===== config.mk =====
export PLATFORM = sky130hd
export DESIGN_NAME = regfile_wb_arbiter
export DESIGN_NICKNAME = d
export VERILOG_FILES = /design/src/rtl/regfile_pkg.sv /design/src/rtl/regfile_clr_seq.sv /design/src/rtl/regfile_wb_arbiter.sv
export SDC_FILE = /design/constraint.sdc
export NUM_CORES = 1
export LEC_CHECK = 0
export ABC_AREA = 1
export CAP_MARGIN = 25
export CORE_UTILIZATION = 40
export CTS_CLUSTER_SIZE = 8
export DETAILED_ROUTE_END_ITERATION = 8
export GPL_ROUTABILITY_DRIVEN = 1
export PLACE_DENSITY = 0.81
export REMOVE_ABC_BUFFERS = 1
export SETUP_SLACK_MARGIN = 0.3
export SYNTH_ARGS = -nofsm -noshare
export SYNTH_HDL_FRONTEND = slang
export SYNTH_SLANG_ARGS = --single-unit

===== constraint.sdc =====
create_clock -name clock -period 2.16 [get_ports clock]
set_input_delay 0.216 -clock clock [delete_from_list [all_inputs] [get_ports clock]]
set_output_delay 0.216 -clock clock [all_outputs]
set_load 0.05 [all_outputs]

===== src/rtl/regfile_pkg.sv =====
// Shared widths and enums for the register-file write-port arbiter and its clear sequencer.
package regfile_pkg;

  localparam int unsigned REG_IDX_W = 5;
  localparam int unsigned DATA_W    = 32;

  typedef enum logic {
    StIdle,
    StClear
  } clr_state_e;

  typedef enum logic [1:0] {
    GntNone,
    GntWb,
    GntMd,
    GntSweep
  } gnt_src_e;

endpackage


===== src/rtl/regfile_clr_seq.sv =====
// Clear sequencer: on clr_start_i, sweeps index 1..NUM_REGS-1, issuing one zero-write per cycle.
module regfile_clr_seq
  import regfile_pkg::*;
#(
  parameter int unsigned NUM_REGS = 32
) (
  input  logic                 clk_i,
  input  logic                 rst_ni,
  input  logic                 clr_start_i,
  output logic                 busy_o,
  output logic [REG_IDX_W-1:0] idx_o
);

  localparam logic [REG_IDX_W-1:0] LastIdx = REG_IDX_W'(NUM_REGS - 1);

  clr_state_e           state_q;
  logic                 busy_q;
  logic [REG_IDX_W-1:0] idx_q;

  always_ff @(posedge clk_i or negedge rst_ni) begin
    if (!rst_ni) begin
      state_q <= StIdle;
      busy_q  <= 1'b0;
      idx_q   <= '0;
    end else begin
      unique case (state_q)
        StIdle: begin
          if (clr_start_i) begin
            state_q <= StClear;
            busy_q  <= 1'b1;
            idx_q   <= REG_IDX_W'(1);
          end
        end
        StClear: begin
          // idx_q is the index being issued this cycle; leave once the last one goes out.
          if (idx_q == LastIdx) begin
            state_q <= StIdle;
            busy_q  <= 1'b0;
            idx_q   <= '0;
          end else begin
            idx_q <= idx_q + REG_IDX_W'(1);
          end
        end
      endcase
    end
  end

  assign busy_o = busy_q;
  assign idx_o  = idx_q;

endmodule


===== src/rtl/regfile_wb_arbiter.sv =====
// Register-file write-port arbiter: sweep > (starved mult/div) > writeback > mult/div.
// Optional starvation override enabled by defining REGFILE_ARB_STARVE_EN.
module regfile_wb_arbiter
  import regfile_pkg::*;
#(
  parameter int unsigned STARVE_LIMIT = 4,
  parameter int unsigned NUM_REGS     = 32
) (
  input  logic                 clock,
  input  logic                 ctrl_reset_n,
  input  logic                 clr_start,
  output logic                 clr_busy,
  input  logic                 wb_valid,
  output logic                 wb_ready,
  input  logic [REG_IDX_W-1:0] wb_reg,
  input  logic [DATA_W-1:0]    wb_data,
  input  logic                 md_valid,
  output logic                 md_ready,
  input  logic [REG_IDX_W-1:0] md_reg,
  input  logic [DATA_W-1:0]    md_data,
  output logic                 rf_writeEn,
  output logic [REG_IDX_W-1:0] rf_writeReg,
  output logic [DATA_W-1:0]    rf_writeData
);

  logic                 sweep_busy;
  logic [REG_IDX_W-1:0] sweep_idx;
  logic                 starve_hit;
  gnt_src_e             gnt_src;

  regfile_clr_seq #(
    .NUM_REGS(NUM_REGS)
  ) u_clr_seq (
    .clk_i      (clock),
    .rst_ni     (ctrl_reset_n),
    .clr_start_i(clr_start),
    .busy_o     (sweep_busy),
    .idx_o      (sweep_idx)
  );

  assign clr_busy = sweep_busy;

`ifdef REGFILE_ARB_STARVE_EN
  logic [3:0] starve_d, starve_q;

  assign starve_hit = (starve_q == 4'(STARVE_LIMIT));

  always_comb begin
    starve_d = starve_q;
    // Counter is frozen for the whole sweep so a pending md request keeps its credit.
    if (!sweep_busy) begin
      if (!md_valid || md_ready) begin
        starve_d = '0;
      end else if (!starve_hit) begin
        starve_d = starve_q + 4'd1;
      end
    end
  end

  always_ff @(posedge clock or negedge ctrl_reset_n) begin
    if (!ctrl_reset_n) begin
      starve_q <= '0;
    end else begin
      starve_q <= starve_d;
    end
  end
`else
  assign starve_hit = 1'b0;
`endif

  // Readies are forced low while reset is held so no grant is visible during reset.
  always_comb begin
    gnt_src = GntNone;
    if (!ctrl_reset_n) begin
      gnt_src = GntNone;
    end else if (sweep_busy) begin
      gnt_src = GntSweep;
    end else if (md_valid && starve_hit) begin
      gnt_src = GntMd;
    end else if (wb_valid) begin
      gnt_src = GntWb;
    end else if (md_valid) begin
      gnt_src = GntMd;
    end
  end

  assign wb_ready = (gnt_src == GntWb);
  assign md_ready = (gnt_src == GntMd);

  logic                 we_d, we_q;
  logic [REG_IDX_W-1:0] reg_d, reg_q;
  logic [DATA_W-1:0]    data_d, data_q;

  always_comb begin
    we_d   = 1'b0;
    reg_d  = reg_q;
    data_d = data_q;
    case (gnt_src)
      GntSweep: begin
        we_d   = 1'b1;
        reg_d  = sweep_idx;
        data_d = '0;
      end
      GntWb: begin
        we_d   = (wb_reg != '0);
        reg_d  = wb_reg;
        data_d = wb_data;
      end
      GntMd: begin
        we_d   = (md_reg != '0);
        reg_d  = md_reg;
        data_d = md_data;
      end
      default: ;
    endcase
  end

  always_ff @(posedge clock or negedge ctrl_reset_n) begin
    if (!ctrl_reset_n) begin
      we_q   <= 1'b0;
      reg_q  <= '0;
      data_q <= '0;
    end else begin
      we_q   <= we_d;
      reg_q  <= reg_d;
      data_q <= data_d;
    end
  end

  assign rf_writeEn   = we_q;
  assign rf_writeReg  = reg_q;
  assign rf_writeData = data_q;

endmodule


# ---- Word level (Yosys, flattened, before mapping)
# Cells that the tools add are included.
dict set report totals {
  in_bits 79
  romBits 0
  n_memories 0
  ff_bits 45
  out_inout_bits 41
  mem_bits_rw 0
  latchBits 0
}
dict set report classes {
  add_sub_neg 1
  n_eq_ne 6
  mul 0
  div 0
  shift 0
  reduce_logical 4
  order_cmp 0
  mux 16
  n_bitwise 1
}
# op count
set op_table {}
lappend op_table {{one-hot mux 32 bit (3 select lines)} 1}
lappend op_table {{one-hot mux 5 bit (3 select lines)} 1}
lappend op_table {{2-to-1 mux 5 bit} 2}
lappend op_table {{one-hot mux 5 bit (2 select lines)} 1}
lappend op_table {{nonzero test 5 bit} 2}
lappend op_table {{2-to-1 mux 2 bit} 4}
lappend op_table {{adder 5 x 1 -> 5 bit (second input constant)} 1}
lappend op_table {{== test 5 bit (second input constant)} 1}
lappend op_table {{== test 2 bit (second input constant)} 2}
lappend op_table {{2-to-1 mux 1 bit} 4}
lappend op_table {{inequality test 2 bit (second input constant)} 2}
lappend op_table {{one-hot mux 1 bit (2 select lines)} 2}
lappend op_table {{one-hot mux 1 bit (3 select lines)} 1}
lappend op_table {{nonzero test 3 bit} 1}
lappend op_table {{== test 2 x 1 -> 1 bit (second input constant)} 1}
lappend op_table {{AND reduction 2 bit} 1}
lappend op_table {{NOT 1 bit} 1}

# ---- Logic depth before layout (Yosys ltp)
dict set report logic_depth {
  ltp_word 6
  ltp_mapped 12
}

# ---- Cells and area by module
# Synthesis repeated with hierarchy kept, for this count alone.
dict set report hier_totals {
  hier_cells 272
  hier_area_um2 2344.7
}
# mod cells_per_inst instances seq_area_each_um2 area_per_inst_um2
set modules_own_cells {}
lappend modules_own_cells {regfile_wb_arbiter 236 1 950.9 2004.4}
lappend modules_own_cells {regfile_clr_seq 36 1 175.2 340.3}

# ---- Worst setup path before layout
# No wires, ideal clock.
dict set report synth_path {
  path_kind {register -> register}
  startpoint {register u_clr_seq.busy_q, in the netlist u_clr_seq.busy_o}
  endpoint {register data_q[17], in the netlist rf_writeData[17]}
  arrival_ps 2119
  synth_period_minus_slack_ps 2237
  required_ps 2042
  path_buffers 2
  path_stages_with_launch 10
  slack_ps -77
  path_cell_list {dfrtp_1 -> inv_1 -> a21oi_1 -> inv_1 -> ha_1 -> buf_6 -> buf_6 -> a22o_1 -> nand2_1 -> nand2_1}
}
dict set report synth_between {
  elab_chain_cells 4
  elab_cells_between_ends 7
  classes_between {eq/ne (3); mux (3); reduce/logical (1)}
}
# item line_no
set synth_lines {}
lappend synth_lines {{start: declaration} regfile_clr_seq.sv:17} ;# logic busy_q;
lappend synth_lines {{start signal: assignment} regfile_clr_seq.sv:23} ;# busy_q <= 1'b0;
lappend synth_lines {{start signal: assignment} regfile_clr_seq.sv:30} ;# busy_q <= 1'b1;
lappend synth_lines {{start signal: assignment} regfile_clr_seq.sv:38} ;# busy_q <= 1'b0;
lappend synth_lines {{2-to-1 mux 2 bit (*)} regfile_wb_arbiter.sv:76} ;# end else if (sweep_busy) begin
lappend synth_lines {{2-to-1 mux 2 bit (*)} regfile_wb_arbiter.sv:74} ;# if (!ctrl_reset_n) begin
lappend synth_lines {{== test 2 x 1 -> 1 bit (*)} -}
lappend synth_lines {{via wb_ready} regfile_wb_arbiter.sv:14} ;# output logic wb_ready,
lappend synth_lines {{one-hot mux 32 bit (3 select lines) or nonzero test 3 bit (tied branches)} -}
lappend synth_lines {{end signal: assignment} regfile_wb_arbiter.sv:126} ;# data_q <= data_d;
lappend synth_lines {{end: declaration} regfile_wb_arbiter.sv:92} ;# logic [DATA_W-1:0] data_d, data_q;
# Mark *: on every way through the listed nets, which the timed path passes. The rest lies on a longest branch.
# A chain may end at the register's enable or synchronous reset.

# ---- Worst setup path after layout
dict set report layout_path {
  startpoint {register u_clr_seq.busy_q, in the netlist u_clr_seq.busy_o}
  endpoint {output wb_ready}
}
dict set report layout_between {
  elab_chain_cells 3
}
# item line_no
set layout_lines {}
lappend layout_lines {{2-to-1 mux 2 bit} regfile_wb_arbiter.sv:76}
lappend layout_lines {{2-to-1 mux 2 bit} regfile_wb_arbiter.sv:74}
lappend layout_lines {{== test 2 x 1 -> 1 bit} regfile_wb_arbiter.sv:87} ;# assign wb_ready = (gnt_src == GntWb);
lappend layout_lines {{end: declaration} regfile_wb_arbiter.sv:14}
# No other way between the ends.

==> metrics.csv <==
stage,metric,value,unit
synthesis,yosysTopAreaCell,dfrtp_1,
cts,cts_tree,done,
setup_path,worstPathArrival,1.61,ns
placed_design,place_inst,466,
power,switchingPower,1.926,mW
outcome,status,finished with violations,
setup_path,reg2reg_slack,0.37,ns
placed_design,dp_hpwl,4.885,mm
timing,hold_ws,-0.002082,ns
global_routing,grt_usage,22.80,%
timing,fin_worst_skew,0.004999,ns
power,ir_drop,0.6902,mV
detailed_routing,wl,6.499,mm
setup_path,critical_path_peak_fanout,25,
die,initial_core_util,42.02,%
timing,setup_ws,0.3347,ns
detailed_routing,wl_per_cell,13.68,µm
synthesis,syn_area,2342,µm²
setup_path,rr_startpoint,u_clr_seq.busy_o,
global_routing,gr-total-overflow,0,
cts,clockBufferDepth,2,
power,clkPwrFrac,15.2,%
power,combinationalPowerShare,55.5,%
power,leakage,1.836,nW
placed_design,port_buffers,119,
power,total_power,4.298,mW
setup_path,cp-start-kind,flop,
global_routing,grt_pass1_vias,2316,
global_routing,grt_max_degree,46,
cells_and_area,drive_gt1_share,6.948,%
cts,clkTransAtPathRegs,0.08,ns
synthesis,netlist_instances,279,
synthesis,synth.area.top_cells,"dfrtp_1 48%, nand2_1 20%, a22o_1 12%, ha_1 3.7%, buf_6 2.9%",
placed_design,placed_area,3616,µm²
cells_and_area,insertedDiodeCount,0,
die,coreArea,5574,µm²
synthesis,yosysUniqueCellTypes,18,
cells_and_area,multiInputGateArea,1065,µm²
die,dieArea,6165,µm²
synthesis,seq_area_frac_synth,48.08,%
die,die_w,78.52,µm
global_routing,antenna_found_initial,0,
setup_path,end_kind,output port,
die,dieHeight,78.52,µm
power,internal-power,2.371,mW
synthesis,yosysWarnings,0,
placed_design,place.gp.congestion,0.8103,
setup_path,path_class,flop to output port,
setup_path,rr_endpoint,rf_writeReg[0],
cts,ctsHoldBuffers,0,
power,sequentialPowerShare,29.3,%
cts,root_buffer,clkbuf_8,
detailed_routing,first_iter_violations,127,
global_routing,grt_pass1_wl,10.97,mm
cells_and_area,syn_to_final_growth,62.02,%
synthesis,synth.avg_cell_area,8.395,µm²
cells_and_area,nFillCells,468,
hold_path,min_path_type,primary input to async pin,
cts,cts_buffers,5,
cells_and_area,seq_area,1126,µm²
timing,fmax,547.8,MHz
timing,worst_pin_slew,0.5502,ns
detailed_routing,ant_nets,0,
timing,fin_crit,1.825,ns
timing,rsz0062_at_grt,yes,
cells_and_area,final_common_cell,nand2_1,
cells_and_area,finalNonFillerCells,475,
cells_and_area,fin_area,3795,µm²
timing,finalSetupViolCount,0,
synthesis,synth_top_cell_area_share,48.08,%
timing,final_hold_viol_count,2,
detailed_routing,num_vias,2330,
detailed_routing,first_pass_iters,4,
power,swShare,44.82,%
cts,cts_num_sinks,45,
cts,htreeDepth,2,
die,io_pins,120,
timing,max_slew_margin,63.32,%
synthesis,ys_seq_elements,45,
power,pwr_density_cell,1132,nW/µm²
timing,finalMaxSlewViolations,0,
detailed_routing,routed_via_density,4.905,
flow_run,max_cap_violations,0,
setup_path,rr_worst_depth,7,
placed_design,dpl_worst_slack,0.1362,ns
timing,period_share,84.51,%
cts,clk_latency,0.30,ns
cells_and_area,nNetsFinal,488,
die,rows,27,
setup_path,critical_path_required,1.94,ns
detailed_routing,drc,0,
outcome,violations,hold timing,
cells_and_area,final_cell_mix,"126 x nand2_1, 116 x clkdlybuf4s50_1, 45 x dfrtp_1, 32 x a22o_1, 16 x inv_1",
## worst max-delay path by stage
stage / from / endpoint / slack [ns]
after floorplan: u_clr_seq.busy_o / rf_writeEn / -0.38
after global placement: wb_valid / rf_writeData[19] / 0.18
after detailed placement: wb_valid / rf_writeData[21] / 0.14
after CTS: u_clr_seq.busy_o / md_ready / 0.31
after global routing: u_clr_seq.busy_o / wb_ready / 0.27
final: u_clr_seq.busy_o / wb_ready / 0.33
## critical path, cell delays in order (launching register included)
cell and delay [ns]:
dfrtp_1 0.38, inv_1 0.16, a21oi_2 0.09, inv_1 0.08
ha_1 0.25, buf_12 0.19, buf_12 0.15
## Yosys cell counts
library cell    n
nor2_1         12
xor2_1          1
buf_4           1
a22o_1         32
ha_1            7
o21ai_0         8
inv_2           1
buf_2           7
inv_1          16
nand2_1       126
buf_6           6
a21oi_1         8
nand3_1         5
dfrtp_1        45
nor3_2          1
nor2_8          1
nor3_1          1
a22oi_1         1
## power by group through the flow
stage / Clock [mW] / Combinational [mW] / Sequential, mW
4_1_cts: 0.658 / 2.38 / 1.26
2_1_floorplan: 0 / 0.720 / 1.96
3_3_place_gp: 0 / 2.28 / 1.26
5_1_grt: 0.695 / 2.57 / 1.29
3_5_place_dp: 0 / 2.32 / 1.27
6_report: 0.654 / 2.39 / 1.26
## sequential cells by signal (all words and copies together) (netlist names)
register and flops:
rf_writeData 32, rf_writeEn 1, rf_writeReg 5, u_clr_seq.busy_o 1, u_clr_seq.idx_o 5, u_clr_seq.state_q 1
## cell type report
cell class,count,area share (%)
repair buffers,130,35.15
clock buffers,7,2.275
clock inverters,1,0.7913
well taps,72,2.374
flip-flops and latches,45,29.67
inverters,17,1.682
multi-input cells,203,28.06
## logic make-up (layout without fill, tap and decap cells)
logic type      count (synthesis)  count (layout)  synth area share (%)
buf+inv                        31             155                 7.425
fa+ha+maj                       7               7                 3.739
flops                          45              45                 48.08
simple gates                  146             146                 24.68
xor+xnor                        1               1                0.3740
compound gates                 49              49                 15.71
## through the flow
stage | util (%) | TNS (ns)
after floorplan | - | -14.14
after global placement | 64.87 | 0
after detailed placement | 64.87 | 0
after CTS | 67.79 | 0
after global routing | 68.08 | 0
final | 68.08 | 0
## what timing repair did
item / 4_1_cts / 5_1_grt
cloned: 1 / 0
pin swaps: 0 / 1
endpoints found under the setup margin: 1 / 32
endpoints found under the hold margin: 0 / 0
buffers inserted: 0 / 0
resized for setup: 4 / 3
## routing by layer
layer	share of wire, %	global-route usage [%]	vias to the layer above
met5	0	0	-
met4	1.9	5.741	0
met3	6.2	6.279	12
met2	51	39.74	85
met1	41	27.58	1083
li1	-	-	1150
(Power assumes the default switching activity.)
